===== src/rtl/mem_arbiter.sv =====
// rtl/mem_arbiter.sv - N-channel arbiter sharing one asynchronous SRAM
// Each granted access runs IDLE -> SETUP -> STROBE x WAIT_CYCLES -> HOLD.
module mem_arbiter #(
  parameter int DATA_W      = 16,
  parameter int ADDR_W      = 16,
  parameter int NUM_CH      = 2,
  parameter int WAIT_CYCLES = 1,
  parameter int PRIO_MODE   = 0
) (
  input  logic                       mai_clk,
  input  logic                       mai_rst,
  input  logic [NUM_CH-1:0]          mai_req,
  input  logic [NUM_CH-1:0]          mai_we,
  input  logic [NUM_CH*ADDR_W-1:0]   mai_addr,
  input  logic [NUM_CH*DATA_W-1:0]   mai_wdata,
  output logic [NUM_CH-1:0]          mao_ack,
  output logic [NUM_CH-1:0]          mao_stall,
  output logic [DATA_W-1:0]          mao_rdata,
  output logic                       mao_ram_en,
  output logic                       mao_ram_oe,
  output logic                       mao_ram_we,
  output logic [ADDR_W-1:0]          mao_ram_addr,
  output logic [DATA_W-1:0]          mao_ram_wdata,
  output logic                       mao_ram_data_oe,
  input  logic [DATA_W-1:0]          mai_ram_rdata
);

  localparam int         IDX_W    = (NUM_CH > 1) ? $clog2(NUM_CH) : 1;
  localparam logic [3:0] CNT_LOAD = 4'(WAIT_CYCLES - 1);
  localparam logic [IDX_W-1:0] LAST_CH = IDX_W'(NUM_CH - 1);

  typedef enum logic [1:0] {IDLE, SETUP, STROBE, HOLD} state_t;

  state_t           state_q, state_nxt;
  logic [IDX_W-1:0] grant_q, grant_nxt;
  logic [IDX_W-1:0] ptr_q, ptr_inc;
  logic [IDX_W-1:0] win_idx, cand;
  logic             win_found;
  logic             we_q, we_nxt;
  logic [3:0]       cnt_q, cnt_nxt;
  logic             ram_en_nxt, ram_oe_nxt, ram_we_nxt, data_oe_nxt;
  logic [NUM_CH-1:0] ack_nxt;
  int               rr_j;

  // Winner select; loops run from the far end so the preferred index is assigned last.
  always_comb begin
    win_idx   = '0;
    win_found = 1'b0;
    cand      = '0;
    rr_j      = 0;
    if (PRIO_MODE == 0) begin
      for (int i = NUM_CH - 1; i >= 0; i--) begin
        if (mai_req[i]) begin
          win_idx   = IDX_W'(i);
          win_found = 1'b1;
        end
      end
    end else begin
      for (int k = NUM_CH - 1; k >= 0; k--) begin
        rr_j = int'(ptr_q) + k;
        if (rr_j >= NUM_CH) rr_j = rr_j - NUM_CH;
        cand = IDX_W'(rr_j);
        if (mai_req[cand]) begin
          win_idx   = cand;
          win_found = 1'b1;
        end
      end
    end
  end

  assign ptr_inc = (grant_q == LAST_CH) ? '0 : grant_q + 1'b1;

  // Outputs are registered from the next state, so SRAM pins change on state entry.
  always_comb begin
    state_nxt = state_q;
    grant_nxt = grant_q;
    we_nxt    = we_q;
    cnt_nxt   = cnt_q;
    case (state_q)
      IDLE: begin
        if (win_found) begin
          state_nxt = SETUP;
          grant_nxt = win_idx;
          we_nxt    = mai_we[win_idx];
        end
      end
      SETUP: begin
        state_nxt = STROBE;
        cnt_nxt   = CNT_LOAD;
      end
      STROBE: begin
        if (cnt_q == 4'd0) begin
          state_nxt = HOLD;
        end else begin
          cnt_nxt = cnt_q - 4'd1;
        end
      end
      HOLD: begin
        state_nxt = IDLE;
      end
      default: begin
        state_nxt = IDLE;
      end
    endcase

    ram_en_nxt  = (state_nxt == IDLE);
    ram_oe_nxt  = !((state_nxt == STROBE) && !we_nxt);
    ram_we_nxt  = !((state_nxt == STROBE) && we_nxt);
    data_oe_nxt = we_nxt && (state_nxt != IDLE);
    ack_nxt     = '0;
    if (state_nxt == HOLD) ack_nxt[grant_nxt] = 1'b1;
  end

  always_ff @(posedge mai_clk) begin
    if (mai_rst) begin
      state_q         <= IDLE;
      grant_q         <= '0;
      ptr_q           <= '0;
      we_q            <= 1'b0;
      cnt_q           <= 4'd0;
      mao_ack         <= '0;
      mao_rdata       <= '0;
      mao_ram_en      <= 1'b1;
      mao_ram_oe      <= 1'b1;
      mao_ram_we      <= 1'b1;
      mao_ram_addr    <= '0;
      mao_ram_wdata   <= '0;
      mao_ram_data_oe <= 1'b0;
    end else begin
      state_q         <= state_nxt;
      grant_q         <= grant_nxt;
      we_q            <= we_nxt;
      cnt_q           <= cnt_nxt;
      mao_ack         <= ack_nxt;
      mao_ram_en      <= ram_en_nxt;
      mao_ram_oe      <= ram_oe_nxt;
      mao_ram_we      <= ram_we_nxt;
      mao_ram_data_oe <= data_oe_nxt;
      if (state_q == IDLE && win_found) begin
        mao_ram_addr  <= mai_addr[win_idx*ADDR_W +: ADDR_W];
        mao_ram_wdata <= mai_wdata[win_idx*DATA_W +: DATA_W];
      end
      // Capture on the edge that ends the last strobe cycle.
      if (state_q == STROBE && cnt_q == 4'd0 && !we_q) begin
        mao_rdata <= mai_ram_rdata;
      end
      if (state_q == HOLD) begin
        ptr_q <= ptr_inc;
      end
    end
  end

  assign mao_stall = mai_req & ~mao_ack;

endmodule


===== config.mk =====
export PLATFORM = sky130hd
export DESIGN_NAME = mem_arbiter
export DESIGN_NICKNAME = d
export VERILOG_FILES = /design/src/rtl/mem_arbiter.sv
export SDC_FILE = /design/constraint.sdc
export NUM_CORES = 1
export LEC_CHECK = 0
export BUFFER_PORTS_ARGS = -buffer_cell sky130_fd_sc_hd__buf_2
export CORE_UTILIZATION = 44
export DETAILED_ROUTE_END_ITERATION = 10
export PLACE_DENSITY = 0.79
export SLEW_MARGIN = 10
export SYNTH_ARGS = -nofsm -noshare
export SYNTH_HDL_FRONTEND = slang
export SYNTH_SLANG_ARGS = --single-unit

===== constraint.sdc =====
create_clock -name mai_clk -period 2.6 [get_ports mai_clk]
set_input_delay 0.39 -clock mai_clk [delete_from_list [all_inputs] [get_ports mai_clk]]
set_output_delay 0.39 -clock mai_clk [all_outputs]
set_load 0.01 [all_outputs]

== After elaboration in Yosys (flattened, before gate mapping) ==
Cells that the tools add are included.

* Add/subtract/negate cells: 1
* $lt $le $gt $ge: 3
* Equality and inequality tests: 6
* Shift-type cells: 2
* Mux-type cells: 16
* Bitwise logic cells: 3
* Reduce and logical (&&, ||, !) cells: 18

{| class="wikitable"
|+ Operator list
! cell !! number
|-
| variable part select 32 x 6 -> 16 bit || 2
|-
| two-way mux 1 bit || 10
|-
| == test 2 bit (second input constant) || 4
|-
| one-hot mux 2 bit (4 select lines) || 1
|-
| one-hot mux 4 bit (2 select lines) || 1
|-
| logical AND 1 bit || 7
|-
| zero test 1 bit || 4
|-
| zero test 2 bit || 2
|-
| zero test 4 bit || 1
|-
| less-than comparator 1 x 2 -> 1 bit (second input constant) || 2
|-
| two-way mux 2 bit || 2
|-
| two-way mux 4 bit || 1
|-
| nonzero test 2 bit || 2
|-
| subtractor 4 x 1 -> 4 bit (second input constant) || 1
|-
| bitwise AND 2 bit || 1
|-
| == test 2 x 1 -> 1 bit (second input constant) || 1
|-
| != test 2 bit (second input constant) || 1
|-
| NOT 2 bit || 1
|-
| AND reduction 2 bit || 1
|-
| OR reduction 2 bit || 1
|-
| demux 1 bit (select 1 bit) || 1
|-
| greater-or-equal comparator 1 bit (second input constant) || 1
|-
| NOT 1 bit || 1
|}

* Register bits: 62
* Input port bits: 86
* Output and inout bits: 56
* Word-level logic and storage cells: 61

== Longest topological paths before layout ==
Gate-level depths: netlist (run 1).

* Depth in word-level cells: 9
* Mapped depth: 9
* Gate-level depth less buffers: 6

== Worst setup path before layout (run 1) ==
OpenSTA, ideal clock, no wires.

* Path kind: register -> register
* Start: register cnt_q[0]
* End: register mao_rdata[0]
* Library setup time: 0.132 ns
* Data arrival time: 1.689 ns
* Required time: 2.468 ns
* Setup slack: 0.778 ns
* Stages on the path, launching flop included: 10
* Path buffers: 3
* Clock period less this slack: 1.822 ns
* Cell sequence: dfxtp_1 inv_1 ha_1 or3b_1 buf_6 or3_1 buf_6 buf_6 nand2_1 a21oi_1

* Longest elaborated chain between the ends: 3

{| class="wikitable"
|+ Ends and longest elaborated chain
! element !! RTL line !! RTL
|-
| start, declared || 40 || <nowiki>logic [3:0] cnt_q, cnt_nxt;</nowiki>
|-
| start signal, assigned || 133 || <nowiki>cnt_q <= cnt_nxt;</nowiki>
|-
| zero test 4 bit || 144 || <nowiki>if (state_q == STROBE && cnt_q == 4'd0 && !we_q) begin</nowiki>
|-
| logical AND 1 bit (2 in a row) || 144 ||
|-
| end signal, assigned || 145 || <nowiki>mao_rdata <= mai_ram_rdata;</nowiki>
|-
| end, declared || 18 || <nowiki>output logic [DATA_W-1:0] mao_rdata,</nowiki>
|}

No other way between the ends.
A chain may end at the register's enable or synchronous reset.

== Worst setup path in the final report (run 1) ==
* Start: register cnt_q[0]
* End: register mao_rdata[14]

Same word-level chain as after synthesis.

==> results of run 1 <==
-- final cells by class --
class                      count  area, um^2  area share, %
sequential                    62        1240           36.2
multi-input combinational    197        1110           32.4
timing repair buffer         146         743           21.7
clock buffer                  14         183           5.32
tap                           72        90.1           2.62
clock inverter                 2        37.5           1.09
inverter                       7        26.3          0.766
-- critical path: stages, from the launching register on --
cell and delay, ns:
dfxtp_1 0.33, inv_1 0.08, ha_1 0.17, or3b_1 0.49, or3_1 0.59, nand2_1 0.16, a21oi_1 0.07
-- path summary, 6_finish.rpt --
kind | slack [ns] | from | cells past startpoint | endpoint
worst min-delay path | 0.30 | mai_ram_rdata[11] | 3 | mao_rdata[11]$_SDFFE_PP0P_
worst max register to register | 0.57 | cnt_q[0]$_SDFFE_PP0P_ | 6 | mao_rdata[14]$_SDFFE_PP0P_
worst min register to register | 0.45 | mao_rdata[12]$_SDFFE_PP0P_ | 2 | mao_rdata[12]$_SDFFE_PP0P_
worst max-delay path | 0.57 | cnt_q[0]$_SDFFE_PP0P_ | 6 | mao_rdata[14]$_SDFFE_PP0P_
-- stage by stage --
step	utilization (%)	power [mW]	instance area (um^2)	setup slack (ns)	instances
floorplan	-	2.26	2490	0.778	289
global placement	58.7	2.70	3210	0.640	484
detailed placement	58.7	2.74	3210	0.584	484
CTS	62.7	3.64	3430	0.570	500
global route	62.7	3.85	3430	0.426	500
finish	62.7	3.61	3430	0.569	500
-- kinds of logic after synthesis --
logic type / Yosys count
compound gates: 92
flops: 62
simple gates: 99
buf+inv: 30
fa+ha+maj: 6
-- state kept, by name, summed over array words and instances (netlist names) --
register and flops:
cnt_q 4, grant_q 1, mao_ack 2, mao_ram_addr 16, mao_ram_data_oe 1, mao_ram_en 1
mao_ram_oe 1, mao_ram_wdata 16, mao_ram_we 1, mao_rdata 16, state_q 2, we_q 1
-- cells in the final DEF (no fill, tap or decap), drive strengths merged, types with 2 or more instances in the layout --
master | Yosys | layout
buf | 7 | 146
dfxtp | 62 | 62
nor2 | 46 | 46
nand2 | 36 | 36
a211oi | 33 | 33
o22ai | 32 | 32
a21oi | 19 | 19
clkbuf | 16 | 14
inv | 6 | 6
ha | 6 | 6
nor2b | 3 | 3
or3 | 3 | 3
nor3 | 3 | 3
o21ai | 2 | 2
-- power breakdown --
group	leakage [nW]	switching, mW	internal, mW	total [mW]
combinational	0.976	0.810	0.532	1.34
sequential	0.511	0.138	1.23	1.37
clock	0.109	0.348	0.548	0.896
total	1.60	1.30	2.31	3.61
-- routing by layer --
metal,track usage [%],share of wire [%],vias up
met4,10.9,1.4,0
met2,36.3,47,113
met3,5.24,7.4,9
met5,0,0,-
met1,23.7,44,1138
li1,-,-,1293
==> results.py, run 1 <==
metrics = {
    "sta": {
        "hold_slack_ns": 0.297,
        "hold_violations": 0,
        "worstMarginPinSlew_ns": 0.767,
        "slew_viol_final": 0,
        "fin_skew_ns": 0.00619,
        "period_needed_ns": 2.03,
        "rsz0062_at_grt": "no",
        "period_share_pct": 78.1,
        "finalSetupViolations": 0,
        "fmax_ghz": 0.492,
        "fin_setup_tns_ns": 0,
        "relSlewSlack_pct": 48.2,
    },
    "global_route": {
        "grt_max_degree": 43,
        "grt_pass1_vias": 2312,
        "grt_overflow": 0,
        "antenna_found_initial": 0,
        "track_usage_pct": 21.0,
        "grt_first_pass_wirelength_um": 9970,
    },
    "setup_path": {
        "path_max_fanout": 16,
        "start_kind": "register",
        "crit_type": "reg2reg",
        "worstPathArrival_ns": 2.21,
        "critPathCaptureType": "register",
        "required_ns": 2.78,
    },
    "yosys": {
        "synth_edf_count": 0,
        "synthDistinctLibCells": 33,
        "syn_inst": 289,
        "synth.cell_area_um2": 2490,
        "synth_nets": 381,
        "synth_xor_area_share_pct": 0,
        "ys.flop_type": "dfxtp_1",
        "synth_top_cell_by_area": "dfxtp_1",
        "synth-compound-area-share_pct": 24.3,
        "synth_area_leaders": "dfxtp_1 (50%), a211oi_1 (10%), o22ai_1 (8.0%)",
        "ys_top_cells_by_count": "dfxtp_1 (62), nor2_1 (46), nand2_1 (36)",
        "synth_top_family_by_area": "compound AO/OA/AOI/OAI gates",
        "yosysMostFrequentCell": "dfxtp_1",
        "synthAdderAreaFrac_pct": 3.02,
        "synth_top_area_share_pct": 49.9,
        "seq_area_frac_synth_pct": 49.9,
        "synth.area.mux_share_pct": 0,
        "yosys.area_share.simple_pct": 17.2,
        "synthArstFlopShare_pct": 0,
        "syn_avg_cell_area_um2": 8.61,
        "synth_warnings": 0,
        "ys_ff_latch": 62,
    },
    "routing": {
        "wl_per_cell_um": 12.4,
        "drtPass1Iterations": 4,
        "detail_route.vias_per_cell": 5.11,
        "drt_iter0_markers": 108,
        "wl_um": 6210,
        "vias": 2553,
        "drc": 0,
        "postRouteAntennaNets": 0,
    },
    "floorplanning": {
        "dieArea_um2": 5960,
        "chipWidth_um": 77.2,
        "fp.dieH_um": 77.2,
        "initial_utilization_pct": 45.5,
        "std_cell_rows": 27,
        "coreArea_um2": 5470,
        "ioPinCount": 142,
    },
    "power_and_ir_drop": {
        "vdd_drop_max_v": 0.000617,
        "power_density_nw_per_um2": 1050,
        "p_leak_nw": 1.60,
    },
    "layout": {
        "area_growth_pct": 38.0,
        "n_fill_cell": 510,
        "drive_gt1_share_pct": 38.8,
        "antenna_cells": 0,
        "layout.nets": 515,
    },
    "clock_network": {
        "cts_tree": "yes",
        "post-cts-setup-buffers": 0,
        "root_buffer": "clkbuf_8",
        "holdBufCountCts": 0,
        "cts.repair.resized": 0,
        "cts.path.max_buffers": 2,
        "cts_max_level": 3,
        "numCtsBuffers": 9,
        "worstSkewPairLatency_ns": 0.32,
        "clock_sinks": 62,
        "cts.clk_slew.worst_paths_ns": 0.07,
    },
    "status": {
        "status": "finished clean",
    },
    "min_path": {
        "hp-class": "in2reg",
    },
    "placement": {
        "io_buffers": 141,
        "hpwl_um": 4330,
        "gp_congestion": 0.762,
    },
    "job": {
        "cap_violations": 0,
    },
}
Power figures use the tool's default switching activity.
==> run 2: changes to the inputs <==
==> constraint.sdc (replaced) <==
create_clock -name mai_clk -period 1.9 [get_ports mai_clk]
set_input_delay 0.285 -clock mai_clk [delete_from_list [all_inputs] [get_ports mai_clk]]
set_output_delay 0.285 -clock mai_clk [all_outputs]
set_load 0.01 [all_outputs]
==> run 2 against run 1 <==
Non-clock buffer count grew 5. Sequential share of layout area shrank 0.71 points. Power grew 40%. Critical path depth grew 1. Worst hold slack lost 0.11 ns. Fmax grew 16%. Count of clock-buffer cells in the layout shrank 1. Combinational power grew 46%. First-iteration DRC count shrank 29%. Utilization grew 1.3 points. Sequential cell count is the same. Critical endpoint is now mao_ram_oe$_SDFF_PP1_.
==> results.py, run 2 (synthesis gave the netlist of run 1 again) <==
metrics = {
    "sta": {
        "setup_slack_ns": 0.148,
        "fin_skew_ns": 0.00585,
        "hold_violations": 0,
        "fmax_ghz": 0.571,
        "period_share_pct": 92.2,
        "rsz0062_at_grt": "no",
        "hold_slack_ns": 0.186,
        "relSlewSlack_pct": 52.2,
        "worstMarginPinSlew_ns": 0.708,
        "slew_viol_final": 0,
        "period_needed_ns": 1.75,
        "finalSetupViolations": 0,
    },
    "clock_network": {
        "cts_tree": "yes",
        "cts_max_level": 3,
        "root_buffer": "clkbuf_8",
        "clock_sinks": 62,
        "numCtsBuffers": 9,
        "worstSkewPairLatency_ns": 0.34,
        "cts.path.max_buffers": 2,
        "post-cts-setup-buffers": 0,
        "holdBufCountCts": 0,
        "cts.clk_slew.worst_paths_ns": 0.06,
    },
    "layout": {
        "antenna_cells": 0,
        "mostFrequentLayoutCell": "buf_2",
        "top_regs": "mao_ram_addr: 16 flops, mao_ram_wdata: 16 flops, mao_rdata: 16 flops",
        "layout.nets": 520,
        "drive_gt1_share_pct": 40.2,
        "layout_common_cells": "buf_2 (141), dfxtp_1 (62), nor2_1 (45)",
        "area_growth_pct": 40.7,
        "fin_cells": 505,
    },
    "setup_path": {
        "critPathCaptureType": "register",
        "rr_startpoint": "cnt_q[0]$_SDFFE_PP0P_",
        "r2r_slack_ns": 0.15,
        "required_ns": 2.17,
        "endpoint": "mao_ram_oe$_SDFF_PP1_",
        "worstPathArrival_ns": 2.03,
        "worst_r2r_path_depth": 7,
        "crit_type": "reg2reg",
        "path_max_fanout": 4,
        "crit_path_start": "cnt_q[0]$_SDFFE_PP0P_",
        "start_kind": "register",
        "r2r_end": "mao_ram_oe$_SDFF_PP1_",
    },
    "global_route": {
        "grt_overflow": 0,
        "gr-usage-met3_pct": 7.14,
        "met2_usage_pct": 37.9,
        "top_usage_layer": "met2",
        "antenna_found_initial": 0,
        "grt_first_pass_wirelength_um": 10500,
        "grt_pass1_vias": 2441,
        "grt_max_degree": 35,
        "grt_util_met1_pct": 25.1,
        "track_usage_pct": 22.2,
    },
    "power_and_ir_drop": {
        "vdd_drop_max_v": 0.000717,
        "p_leak_nw": 1.63,
        "power_density_nw_per_um2": 1440,
    },
    "routing": {
        "postRouteAntennaNets": 0,
        "wl_um": 6250,
        "drt_iter0_markers": 77,
        "wl_per_cell_um": 12.4,
        "vias": 2590,
        "drtPass1Iterations": 4,
        "drc": 0,
        "detail_route.vias_per_cell": 5.13,
    },
    "placement": {
        "gp_congestion": 0.813,
        "dpl.cell_count": 489,
        "hpwl_um": 4520,
        "place_ws_ns": -0.0281,
        "io_buffers": 141,
    },
    "status": {
        "status": "finished clean",
    },
    "floorplanning": {
        "ioPinCount": 142,
        "initial_utilization_pct": 45.5,
        "chipWidth_um": 77.2,
        "fp.dieH_um": 77.2,
        "std_cell_rows": 27,
        "dieArea_um2": 5960,
        "coreArea_um2": 5470,
    },
    "job": {
        "cap_violations": 0,
    },
    "min_path": {
        "hp-class": "in2reg",
    },
}
-- run 2: worst min-delay path by stage --
| stage | startpoint | slack, ns | endpoint | cells past startpoint |
|---|---|---|---|---|
| 6_report | mai_ram_rdata[14] | 0.19 | mao_rdata[14]$_SDFFE_PP0P_ | 3 |
| 4_1_cts | mai_ram_rdata[7] | 0.18 | mao_rdata[7]$_SDFFE_PP0P_ | 3 |
| 3_3_place_gp | mao_rdata[15]$_SDFFE_PP0P_ | 0.44 | mao_rdata[15]$_SDFFE_PP0P_ | 2 |
| 5_1_grt | mai_ram_rdata[7] | 0.18 | mao_rdata[7]$_SDFFE_PP0P_ | 3 |
| 2_1_floorplan | mai_rst | 0.38 | state_q[1]$_SDFF_PP0_ | 1 |
| 3_5_place_dp | mao_rdata[4]$_SDFFE_PP0P_ | 0.45 | mao_rdata[4]$_SDFFE_PP0P_ | 2 |
-- run 2: critical path, cell delays in order (launching register included) --
cell and delay [ns]:
dfxtp_1 0.33, inv_1 0.08, ha_1 0.17, or3b_4 0.42, a221oi_2 0.29, buf_4 0.17
and2b_1 0.19, nand2_1 0.06
-- run 2: area by class of cell --
cell class / count / area [um^2]
Sequential cell: 62 / 1240
Fill cell: 476 / 1970
Clock buffer: 13 / 179
Multi-Input combinational cell: 197 / 1120
Inverter: 7 / 26.3
Clock inverter: 3 / 40.0
Tap cell: 72 / 90.1
Timing Repair Buffer: 151 / 806
-- run 2: power by group --
group | switching, mW | internal, mW | leakage [nW] | total, mW
Combinational | 1.12 | 0.826 | 1.01 | 1.95
Sequential | 0.188 | 1.68 | 0.511 | 1.87
Clock | 0.485 | 0.744 | 0.115 | 1.23
-- run 2: metrics by stage --
step	utilization [%]	area, um^2	TNS, ns	power (mW)
after global routing	64.0	3500	0	5.41
after floorplan	-	2490	0	3.10
after global placement	59.8	3270	0	3.80
after detailed placement	59.8	3270	-0.140	3.85
final	64.0	3500	0	5.05
after CTS	63.9	3500	0	5.10
-- run 2: metal layers --
metal / routed length, um / vias to the layer above
li1: - / 1304
met1: 2670 / 1163
met2: 2980 / 108
met3: 440 / 15
met4: 161 / 0
met5: 0 / -
-- run 2: timing repair --
| item | CTS | global route |
|---|---|---|
| endpoints found under the setup margin | 16 | 2 |
| gates cloned | 0 | 0 |
| resized for setup | 1 | 1 |
